**src/rtl/io_channel_unit_pkg.sv**
```systemverilog
// Shared widths and the FIFO payload type for the I/O channel block.
package io_channel_unit_pkg;
    localparam int IO_CH_W = 3;
    localparam int WORD_W  = 15;
    localparam int NUM_CH  = 8;

    typedef struct packed {
        logic [IO_CH_W-1:0] ch;
        logic [WORD_W-1:0]  data;
    } io_entry_t;
endpackage

```
**src/rtl/io_channel_unit_if.sv**
```systemverilog
// Core-side channel port plus peripheral-side output/input streams.
interface io_channel_unit_if;
    import io_channel_unit_pkg::*;

    logic                IO_write_en;
    logic [IO_CH_W-1:0]  IO_write_sel;
    logic [WORD_W-1:0]   IO_write_data;
    logic [IO_CH_W-1:0]  IO_read_sel;
    logic [WORD_W-1:0]   IO_read_data;
    logic                out_valid;
    logic                out_ready;
    logic [IO_CH_W-1:0]  out_ch;
    logic [WORD_W-1:0]   out_data;
    logic                in_valid;
    logic                in_ready;
    logic [IO_CH_W-1:0]  in_ch;
    logic [WORD_W-1:0]   in_data;
    logic                fifo_full;
    logic                overflow;

    modport slave (
        input  IO_write_en, IO_write_sel, IO_write_data, IO_read_sel,
        input  out_ready, in_valid, in_ch, in_data,
        output IO_read_data, out_valid, out_ch, out_data, in_ready,
        output fifo_full, overflow
    );

    modport master (
        output IO_write_en, IO_write_sel, IO_write_data, IO_read_sel,
        output out_ready, in_valid, in_ch, in_data,
        input  IO_read_data, out_valid, out_ch, out_data, in_ready,
        input  fifo_full, overflow
    );
endinterface

```
**src/rtl/io_channel_unit_fifo.sv**
```systemverilog
// Output-word FIFO; a push at full is still taken when a pop frees a slot the same cycle.
module io_fifo
    import io_channel_unit_pkg::*;
#(
    parameter int DEPTH = 4
) (
    input  logic                     clock,
    input  logic                     rst_l,
    input  logic                     push,
    input  io_entry_t                push_data,
    input  logic                     pop,
    output io_entry_t                head,
    output logic                     full,
    output logic                     dropped,
    output logic [$clog2(DEPTH):0]   count
);
    localparam int PW = $clog2(DEPTH);
    localparam logic [PW:0] DEPTH_C = (PW+1)'(DEPTH);

    io_entry_t       mem_q [DEPTH];
    io_entry_t       mem_d [DEPTH];
    logic [PW-1:0]   rd_ptr_q, rd_ptr_d;
    logic [PW-1:0]   wr_ptr_q, wr_ptr_d;
    logic [PW:0]     count_q, count_d;
    logic            do_pop, do_push;

    always_comb begin
        do_pop   = pop && (count_q != '0);
        do_push  = push && ((count_q != DEPTH_C) || do_pop);
        dropped  = push && !do_push;
        mem_d    = mem_q;
        if (do_push) begin
            mem_d[wr_ptr_q] = push_data;
        end
        wr_ptr_d = wr_ptr_q + PW'(do_push);
        rd_ptr_d = rd_ptr_q + PW'(do_pop);
        count_d  = count_q + (PW+1)'(do_push) - (PW+1)'(do_pop);
    end

    always_ff @(posedge clock or negedge rst_l) begin
        if (!rst_l) begin
            rd_ptr_q <= '0;
            wr_ptr_q <= '0;
            count_q  <= '0;
            for (int i = 0; i < DEPTH; i++) begin
                mem_q[i] <= '0;
            end
        end else begin
            rd_ptr_q <= rd_ptr_d;
            wr_ptr_q <= wr_ptr_d;
            count_q  <= count_d;
            mem_q    <= mem_d;
        end
    end

    // Head is forced to zero when empty so stale entries never leak out.
    assign head  = (count_q != '0) ? mem_q[rd_ptr_q] : '0;
    assign full  = (count_q == DEPTH_C);
    assign count = count_q;
endmodule

```
**src/rtl/io_channel_unit.sv**
```systemverilog
// Channel register file with core/peripheral write paths and a queued output stream.
module io_channel_unit
    import io_channel_unit_pkg::*;
#(
    parameter int                FIFO_DEPTH = 4,
    parameter logic [NUM_CH-1:0] IN_MASK    = 8'b0000_0110,
    parameter logic [NUM_CH-1:0] OUT_MASK   = 8'b0011_1000
) (
    input  logic               clock,
    input  logic               rst_l,
    io_channel_unit_if.slave   io
);
    logic [WORD_W-1:0]           chan_q [NUM_CH];
    logic [WORD_W-1:0]           chan_d [NUM_CH];
    logic                        overflow_q, overflow_d;
    logic                        core_wr;
    logic                        push_req;
    io_entry_t                   push_entry;
    io_entry_t                   head;
    logic                        fifo_dropped;
    logic                        fifo_full_w;
    logic [$clog2(FIFO_DEPTH):0] fifo_count;

    // Input channels are owned by the peripheral; the core can only read them.
    always_comb begin
        chan_d     = chan_q;
        core_wr    = io.IO_write_en && !IN_MASK[io.IO_write_sel];
        push_req   = 1'b0;
        push_entry = '0;
        if (core_wr) begin
            chan_d[io.IO_write_sel] = io.IO_write_data;
            if (OUT_MASK[io.IO_write_sel]) begin
                push_req   = 1'b1;
                push_entry = '{ch: io.IO_write_sel, data: io.IO_write_data};
            end
        end
        if (io.in_valid && IN_MASK[io.in_ch]) begin
            chan_d[io.in_ch] = io.in_data;
        end
        overflow_d = overflow_q || fifo_dropped;
    end

    always_ff @(posedge clock or negedge rst_l) begin
        if (!rst_l) begin
            overflow_q <= 1'b0;
            for (int i = 0; i < NUM_CH; i++) begin
                chan_q[i] <= '0;
            end
        end else begin
            overflow_q <= overflow_d;
            chan_q     <= chan_d;
        end
    end

    io_fifo #(.DEPTH(FIFO_DEPTH)) u_fifo (
        .clock     (clock),
        .rst_l     (rst_l),
        .push      (push_req),
        .push_data (push_entry),
        .pop       (io.out_ready),
        .head      (head),
        .full      (fifo_full_w),
        .dropped   (fifo_dropped),
        .count     (fifo_count)
    );

    assign io.IO_read_data = chan_q[io.IO_read_sel];
    assign io.in_ready     = 1'b1;
    assign io.out_valid    = (fifo_count != '0);
    assign io.out_ch       = head.ch;
    assign io.out_data     = head.data;
    assign io.fifo_full    = fifo_full_w;
    assign io.overflow     = overflow_q;
endmodule

```
**src/flat_wrapper.sv**
```systemverilog
// flat-port wrapper written by rule: the top's interface ports become plain ports
module io_channel_unit_flat import io_channel_unit_pkg::*;
#(
    parameter int                FIFO_DEPTH = 4,
    parameter logic [NUM_CH-1:0] IN_MASK    = 8'b0000_0110,
    parameter logic [NUM_CH-1:0] OUT_MASK   = 8'b0011_1000
)
  (clock, rst_l, io_IO_write_en, io_IO_write_sel, io_IO_write_data, io_IO_read_sel, io_out_ready, io_in_valid, io_in_ch, io_in_data, io_IO_read_data, io_out_valid, io_out_ch, io_out_data, io_in_ready, io_fifo_full, io_overflow);
  io_channel_unit_if io_i ();
  input  logic clock;
  input  logic rst_l;
  input wire logic [$bits(io_i.IO_write_en)-1:0] io_IO_write_en;
  input wire logic [$bits(io_i.IO_write_sel)-1:0] io_IO_write_sel;
  input wire logic [$bits(io_i.IO_write_data)-1:0] io_IO_write_data;
  input wire logic [$bits(io_i.IO_read_sel)-1:0] io_IO_read_sel;
  input wire logic [$bits(io_i.out_ready)-1:0] io_out_ready;
  input wire logic [$bits(io_i.in_valid)-1:0] io_in_valid;
  input wire logic [$bits(io_i.in_ch)-1:0] io_in_ch;
  input wire logic [$bits(io_i.in_data)-1:0] io_in_data;
  output wire logic [$bits(io_i.IO_read_data)-1:0] io_IO_read_data;
  output wire logic [$bits(io_i.out_valid)-1:0] io_out_valid;
  output wire logic [$bits(io_i.out_ch)-1:0] io_out_ch;
  output wire logic [$bits(io_i.out_data)-1:0] io_out_data;
  output wire logic [$bits(io_i.in_ready)-1:0] io_in_ready;
  output wire logic [$bits(io_i.fifo_full)-1:0] io_fifo_full;
  output wire logic [$bits(io_i.overflow)-1:0] io_overflow;
  assign io_i.IO_write_en = io_IO_write_en;
  assign io_i.IO_write_sel = io_IO_write_sel;
  assign io_i.IO_write_data = io_IO_write_data;
  assign io_i.IO_read_sel = io_IO_read_sel;
  assign io_i.out_ready = io_out_ready;
  assign io_i.in_valid = io_in_valid;
  assign io_i.in_ch = io_in_ch;
  assign io_i.in_data = io_in_data;
  assign io_IO_read_data = io_i.IO_read_data;
  assign io_out_valid = io_i.out_valid;
  assign io_out_ch = io_i.out_ch;
  assign io_out_data = io_i.out_data;
  assign io_in_ready = io_i.in_ready;
  assign io_fifo_full = io_i.fifo_full;
  assign io_overflow = io_i.overflow;
  io_channel_unit #(.FIFO_DEPTH(FIFO_DEPTH), .IN_MASK(IN_MASK), .OUT_MASK(OUT_MASK)) u_core (.clock(clock), .rst_l(rst_l), .io(io_i));
endmodule
```
**config.mk**
```make
export PLATFORM = sky130hd
export DESIGN_NAME = io_channel_unit_flat
export DESIGN_NICKNAME = d
export VERILOG_FILES = /design/src/rtl/io_channel_unit_pkg.sv /design/src/rtl/io_channel_unit_if.sv /design/src/rtl/io_channel_unit_fifo.sv /design/src/rtl/io_channel_unit.sv /design/src/flat_wrapper.sv
export SDC_FILE = /design/constraint.sdc
export NUM_CORES = 1
export LEC_CHECK = 0
export ABC_AREA = 1
export CORE_ASPECT_RATIO = 1.4
export CORE_MARGIN = 2
export CORE_UTILIZATION = 25
export DETAILED_ROUTE_END_ITERATION = 8
export SLEW_MARGIN = 20
export SYNTH_ARGS = -nofsm -noshare
export SYNTH_HDL_FRONTEND = slang
export SYNTH_SLANG_ARGS = --single-unit
export TNS_END_PERCENT = 100
```
**constraint.sdc**
```tcl
create_clock -name clock -period 2.8 [get_ports clock]
set_input_delay 0.42 -clock clock [delete_from_list [all_inputs] [get_ports clock]]
set_output_delay 0.42 -clock clock [all_outputs]
set_load 0.01 [all_outputs]
```
After elaboration in Yosys (flattened, before gate mapping)
Memory sizes are Yosys's and may differ from the RTL's.
Cells that the tools add are included.
Word-level totals
  flip-flop bits (word level): 200
  bits in read-only memories: 24
  input port bits: 44
  output and inout port bits: 37
  logic and storage cells: 82
  memories kept: 3
Operators by class
  add/sub/neg operators: 4
  order comparisons: 10
  eq/ne operators: 2
  mux-type cells: 25
  bitwise operators: 5
  reduce and logical (&&, ||, !) cells: 13
Memories
  (name not given): depth 8, bits a word 1, read ports 1, clocked after memory_dff 0, wr ports 0, line io_channel_unit.sv:32  | if (OUT_MASK[io.IO_write_sel]) begin
  (name not given): depth 8, bits a word 1, read ports 1, clocked after memory_dff 0, wr ports 0, line io_channel_unit.sv:37  | if (io.in_valid && IN_MASK[io.in_ch]) begin
  (name not given): depth 8, bits a word 1, read ports 1, clocked after memory_dff 0, wr ports 0, line io_channel_unit.sv:27  | core_wr = io.IO_write_en && !IN_MASK[io.IO_write_sel];
Operators with widths (count)
  $bwmux 120: 2
  $mux 120: 2
  $mux 18: 6
  $demux 15 s3: 2
  $bwmux 72: 1
  $mux 15: 4
  $bmux 15 s3: 1
  $bmux 18 s2: 1
  $demux 18 s2: 1
  $ge 4x4->1 const B: 3
  $not 3->4: 3
  $logic_and 1x1->1: 8
  $lt 3x4->1 const B: 2
  $lt 4x1->1 const B: 2
  $ge 3x3->1 const B: 2
  $not 2->3: 2
  $mux 1: 5
  $add 2x1->2: 2
  $add 3x1->3: 1
  $eq 3x3->1 const B: 1
  $lt 3x1->1 const B: 1
  $ne 3x3->1 const B: 1
  $reduce_bool 3->1: 1
  $sub 3x1->3: 1
  2 further kinds: 4

Logic depth before layout (Yosys ltp)
  depth in word-level cells: 9
  mapped depth: 13
  mapped depth without buffers: 12

Hierarchy
Synthesis repeated with hierarchy kept, for this count alone.
Second synthesis, totals
  cells, all modules: 1382
  area total of the unflattened synthesis: 10321.1 µm²
By module, submodules not included
  io_channel_unit: times used 1, cells an instance 868, area an instance 6247.2 µm², seq. area each 3027.9 µm²
  io_fifo: times used 1, cells an instance 514, area an instance 4073.9 µm², seq. area each 1976.9 µm²

Least setup slack after synthesis
Ideal clock, no wire load.
  path type: input -> register
  start: in io_IO_write_sel[0]
  end: reg u_core.u_fifo.count_q[2], in the netlist u_core.u_fifo.count[2]
  setup time: 123 ps
  data arrival time: 2373 ps
  data required time: 2677 ps
  path slack: 305 ps
  cell stages on the path: 11
  buffers on the path: 0
  cells stage by stage: ha_1 a21oi_4 nand2_1 nor2_4 inv_1 ha_1 inv_1 ha_1 inv_1 fa_1 xnor2_1
On the way
  word-level cells in the longest chain between the ends: 8
  elaborated cells between the ends (all ways): 11
  classes of those cells: add/sub (2); mux (4); reduce/logical (3); memory (2)
Ends and longest elaborated chain
  from (decl): line flat_wrapper.sv:13  | input wire logic [$bits(io_i.IO_write_sel)-1:0] io_IO_write_sel;
  $mem_v2 8x1
  $mux 1 (implied by the code): line io_channel_unit.sv:27
  $logic_not 1->1: line io_channel_unit.sv:27
  $logic_and 1x1->1: line io_channel_unit.sv:27
  $mux 1 *: line io_channel_unit.sv:30  | if (core_wr) begin
  $logic_and 1x1->1 *: line io_channel_unit_fifo.sv:29  | do_push = push && ((count_q != DEPTH_C) || do_pop);
  $add 3x1->3 *: line io_channel_unit_fifo.sv:37  | count_d = count_q + (PW+1)'(do_push) - (PW+1)'(do_pop);
  $sub 3x1->3 *: line io_channel_unit_fifo.sv:37
  net u_core.u_fifo.count_d[2]: line io_channel_unit_fifo.sv:24  | logic [PW:0] count_q, count_d;
  to (signal assigned): line io_channel_unit_fifo.sv:51  | count_q <= count_d;
  to (decl): line io_channel_unit_fifo.sv:24
The timed path passes the listed nets; every way through them passes the cells marked *. The select of a mux whose other input is x is not followed.
A chain may end at the register's enable or synchronous reset.

Final worst setup path
  start: reg u_core.u_fifo.rd_ptr_q[0]
  end: out io_out_data[5]
On the way
  word-level cells in the longest chain between the ends: 5
Ends and longest elaborated chain
  from (decl): line io_channel_unit_fifo.sv:22  | logic [PW-1:0] rd_ptr_q, rd_ptr_d;
  from (signal assigned): line io_channel_unit_fifo.sv:49  | rd_ptr_q <= rd_ptr_d;
  $not 2->3 (implied by the code): line io_channel_unit_fifo.sv:57  | assign head = (count_q != '0) ? mem_q[rd_ptr_q] : '0;
  $bmux 18 s2: line io_channel_unit_fifo.sv:57
  $mux 18 (implied by the code) (2 in series): line io_channel_unit_fifo.sv:57
  $mux 18: line io_channel_unit_fifo.sv:57
  to (decl): line flat_wrapper.sv:23  | output wire logic [$bits(io_i.out_data)-1:0] io_out_data;
No other way between the ends. The select of a mux whose other input is x is not followed.

==> reports/metrics.csv <==
stage,metric,value,unit
yosys,synth_compound_gate_area_share,0.130,
cells_and_area,area.sequential,5010,um2
route,dr.first_iter.drc_count,680,
timing,slew_viol_final,0,
power,sw_frac_of_total,0.364,
clock_network,numCtsBuffers,17,
setup_path,critical_path.startpoint_type,flip-flop,
yosys,synthesis.area,10000,um2
power,max-vdd-ir-drop,0.430,mV
outcome,outcome,"complete, no violations",
setup_path,crit_path_end_kind,output pin,
global_route,groute.usage.overall,0.147,
setup_path,criticalPathCategory,flip-flop to output pin,
yosys,ys_top_cells_by_count,"409 x nand2_1, 200 x dfrtp_1, 186 x o21ai_0",
yosys,yosysSeqAreaShare,0.500,
global_route,antenna_violations_before_repair,0,
global_route,grt_pass1_wl,48500,um
timing,worst_pin_slew,0.693,ns
global_route,grt_pass1_vias,8857,
cells_and_area,insertedDiodeCount,0,
clock_network,tritoncts_sink_count,200,
timing,setup-violations-final,0,
yosys,number_of_synthesized_flops_with_an_enable_pin,0,
route,number_of_vias_after_detailed_routing,8917,
placed_design,numPortBuffers,79,
global_route,globalRouteOverflowTotal,0,
yosys,yosys-top-cells-area,"dfrtp_1 50%, nand2_1 15%, o21ai_0 9.3%",
setup_path,crit_required,2.38,ns
timing,final.hold.worst_slack,0.00743,ns
route,route.detailed.wl_per_inst,15.7,um
yosys,yosys.area_share.adder,0.00825,
timing,maxSlewHeadroom,0.538,
floorplanning,i_o_pins,81,
power,power_leakage,5.85,nW
clock_network,clock_tree.buffer_depth,2,
cells_and_area,layout-area-overhead-vs-synth,21.3,%
power,share_clk_of_total_power,0.237,
placed_design,gp_congestion,0.788,
clock_network,worst_skew_pair.late_latency,0.44,ns
yosys,synth-warning-count,0,
floorplanning,design.core.area,39500,um2
yosys,ys_async_sr_fraction,1.00,
route,finalWirelength,29900,um
route,drt_first_pass_iters,7,
yosys,dominant_register_cell_in_the_synthesized_netlist,dfrtp_1,
cells_and_area,num-nets-final,1413,
route,avgViaCountPerCell,4.69,
setup_path,timing.reg2reg.setup_slack,0.57,ns
floorplanning,die-area,41700,um2
timing,rsz0062_at_grt,no,
flow_run,maximum_capacitance_violations,0,
setup_path,timing.critical_path.arrival,2.26,ns
route,drc_errors,0,
setup_path,maximum_fanout_count_along_the_critical_path,22,
yosys,post_synth_and_or_nand_nor_area_fraction,0.288,
power,comb_power_share,0.363,
placed_design,dpl.hpwl,20900,um
yosys,synth.area.mux_share,0,
floorplanning,die_width,173,um
hold_path,worstHoldPathType,primary input to asynchronous set/reset pin,
yosys,count_leader_synth,nand2_1,
yosys,synth_nets,1348,
timing,fmax,0.373,GHz
route,postRouteAntennaNets,0,
yosys,synth_top_family_by_area,simple AND/OR/NAND/NOR gates,
timing,finalHoldViolations,0,
clock_network,clock_tree.htree_level_count,4,
clock_network,cts_root_buffer,clkbuf_16,
clock_network,cts_tree,built,
placed_design,post_dp_cell_area,11500,um2
yosys,yosys.area.top_type_share,0.500,
floorplanning,fp.dieH,241,um
yosys,synthesis.area_per_instance,7.71,um2
timing,layout_min_cycle_time,2.68,ns
timing,fin_skew,0.00688,ns
floorplanning,initial_core_util,0.254,
power,sequentialPowerShare,0.400,
cells_and_area,multi_input_area,4300,um2
timing,period_share,0.959,
floorplanning,rows,86,
clock_network,clk_transition_reported_paths,0.07,ns
yosys,synth_largest_area_cell,dfrtp_1,
yosys,yosysUniqueCellTypes,31,
yosys,synthCells,1298,
cells_and_area,drive_gt1_frac,0.0829,
cells_and_area,fin_area,12100,um2
yosys,ys_ff_latch,200,
yosys,synth-xor-area-share,0.00350,
clock_network,cts.hold.buffers_added,0,
power,intPower,6.80,mW
global_route,grt_max_degree,80,
power,power_switching,3.89,mW
cells_and_area,filler_cells,4278,
power,power_density_over_the_cells,880,nW/um2
-- cells by family after synthesis --
kind of cell | count (synthesis)
and+or+nand+nor | 674
AOI/OAI and AO/OA | 252
DFF | 200
buffers and inverters | 161
adders and majority gates | 6
xor gates and xnor gates | 4
other | 1
-- power by group through the flow --
stage / Sequential [mW] / Clock, mW / Combinational, mW
final: 4.28 / 2.53 / 3.88
after global routing: 4.39 / 2.70 / 4.38
after CTS: 4.27 / 2.60 / 3.92
after detailed placement: 4.31 / 0 / 3.88
after global placement: 4.28 / 0 / 3.83
after floorplan: 4.17 / 0 / 2.30
-- per-stage QoR --
step           TNS (ns)  cells  total power [mW]   util  worst slack [ns]
6_report              0   1903              10.7  0.308             0.116
3_3_place_gp     -0.180   1872              8.11  0.292           -0.0943
3_5_place_dp     -0.163   1872              8.19  0.292           -0.0820
2_1_floorplan         0   1298              6.47      -             0.305
5_1_grt               0   1903              11.5  0.308            0.0184
4_1_cts               0   1903              10.8  0.307          0.000596
-- path summary, 6_finish.rpt --
kind,start,to,depth (start not counted)
min in group clock,u_core.u_fifo.mem_q[2],u_core.u_fifo.mem_q[2],2
worst min register to register,u_core.u_fifo.mem_q[2],u_core.u_fifo.mem_q[2],2
worst max-delay path,u_core.u_fifo.rd_ptr_q[0],io_out_data[5],5
worst min-delay path,rst_l,u_core.u_fifo.mem_q[37],1
worst max register to register,u_core.u_fifo.count[1],u_core.u_fifo.count[2],9
max in group asynchronous,rst_l,u_core.chan_q[72],2
-- routing by layer --
metal	share of wire	global-route usage
met5	0	0
met4	0.016	0.0431
met3	0.039	0.0263
met2	0.51	0.259
met1	0.44	0.182
-- timing repair --
item	in CTS	in global routing
setup buffers	0	0
resized for setup	4	3
endpoints found under the setup margin	8	10
-- state kept, by name, indices dropped and copies added, names as in the netlist --
signal and count:
u_core.io.overflow 1, u_core.u_fifo.mem_q 72, u_core.chan_q 120, u_core.u_fifo.count 3, u_core.u_fifo.rd_ptr_q 2, u_core.u_fifo.wr_ptr_q 2
-- cell usage in the layout, fill, tap and decap left out, drive strengths merged, types with 2 or more instances in the layout --
| cell | n |
|---|---|
| nand2 | 413 |
| buf | 57 |
| xnor2 | 2 |
| nand4 | 80 |
| nand3 | 61 |
| o21ai | 187 |
| o22ai | 15 |
| nor2 | 119 |
| clkbuf | 21 |
| a21oi | 49 |
| bufinv | 3 |
| inv | 71 |
| ha | 5 |
| xor2 | 2 |
| clkinvlp | 3 |
| dfrtp | 200 |
| clkdlybuf4s50 | 76 |
| clkinv | 6 |
-- area by class of cell --
cell class / count / share of cell area
tap: 528 / 0.0544
multi-input combinational: 937 / 0.354
timing repair buffer: 135 / 0.107
inverter: 72 / 0.0226
clock buffer: 20 / 0.0368
clock inverter: 11 / 0.0123
sequential: 200 / 0.412
-- critical path: stages, from the launching register on --
cell,delay (ns)
dfrtp_2,0.47
inv_1,0.19
buf_6,0.23
o21ai_0,0.11
a21oi_1,0.22
clkdlybuf4s50_1,0.60
No activity file was read; power rests on OpenSTA's default activity.
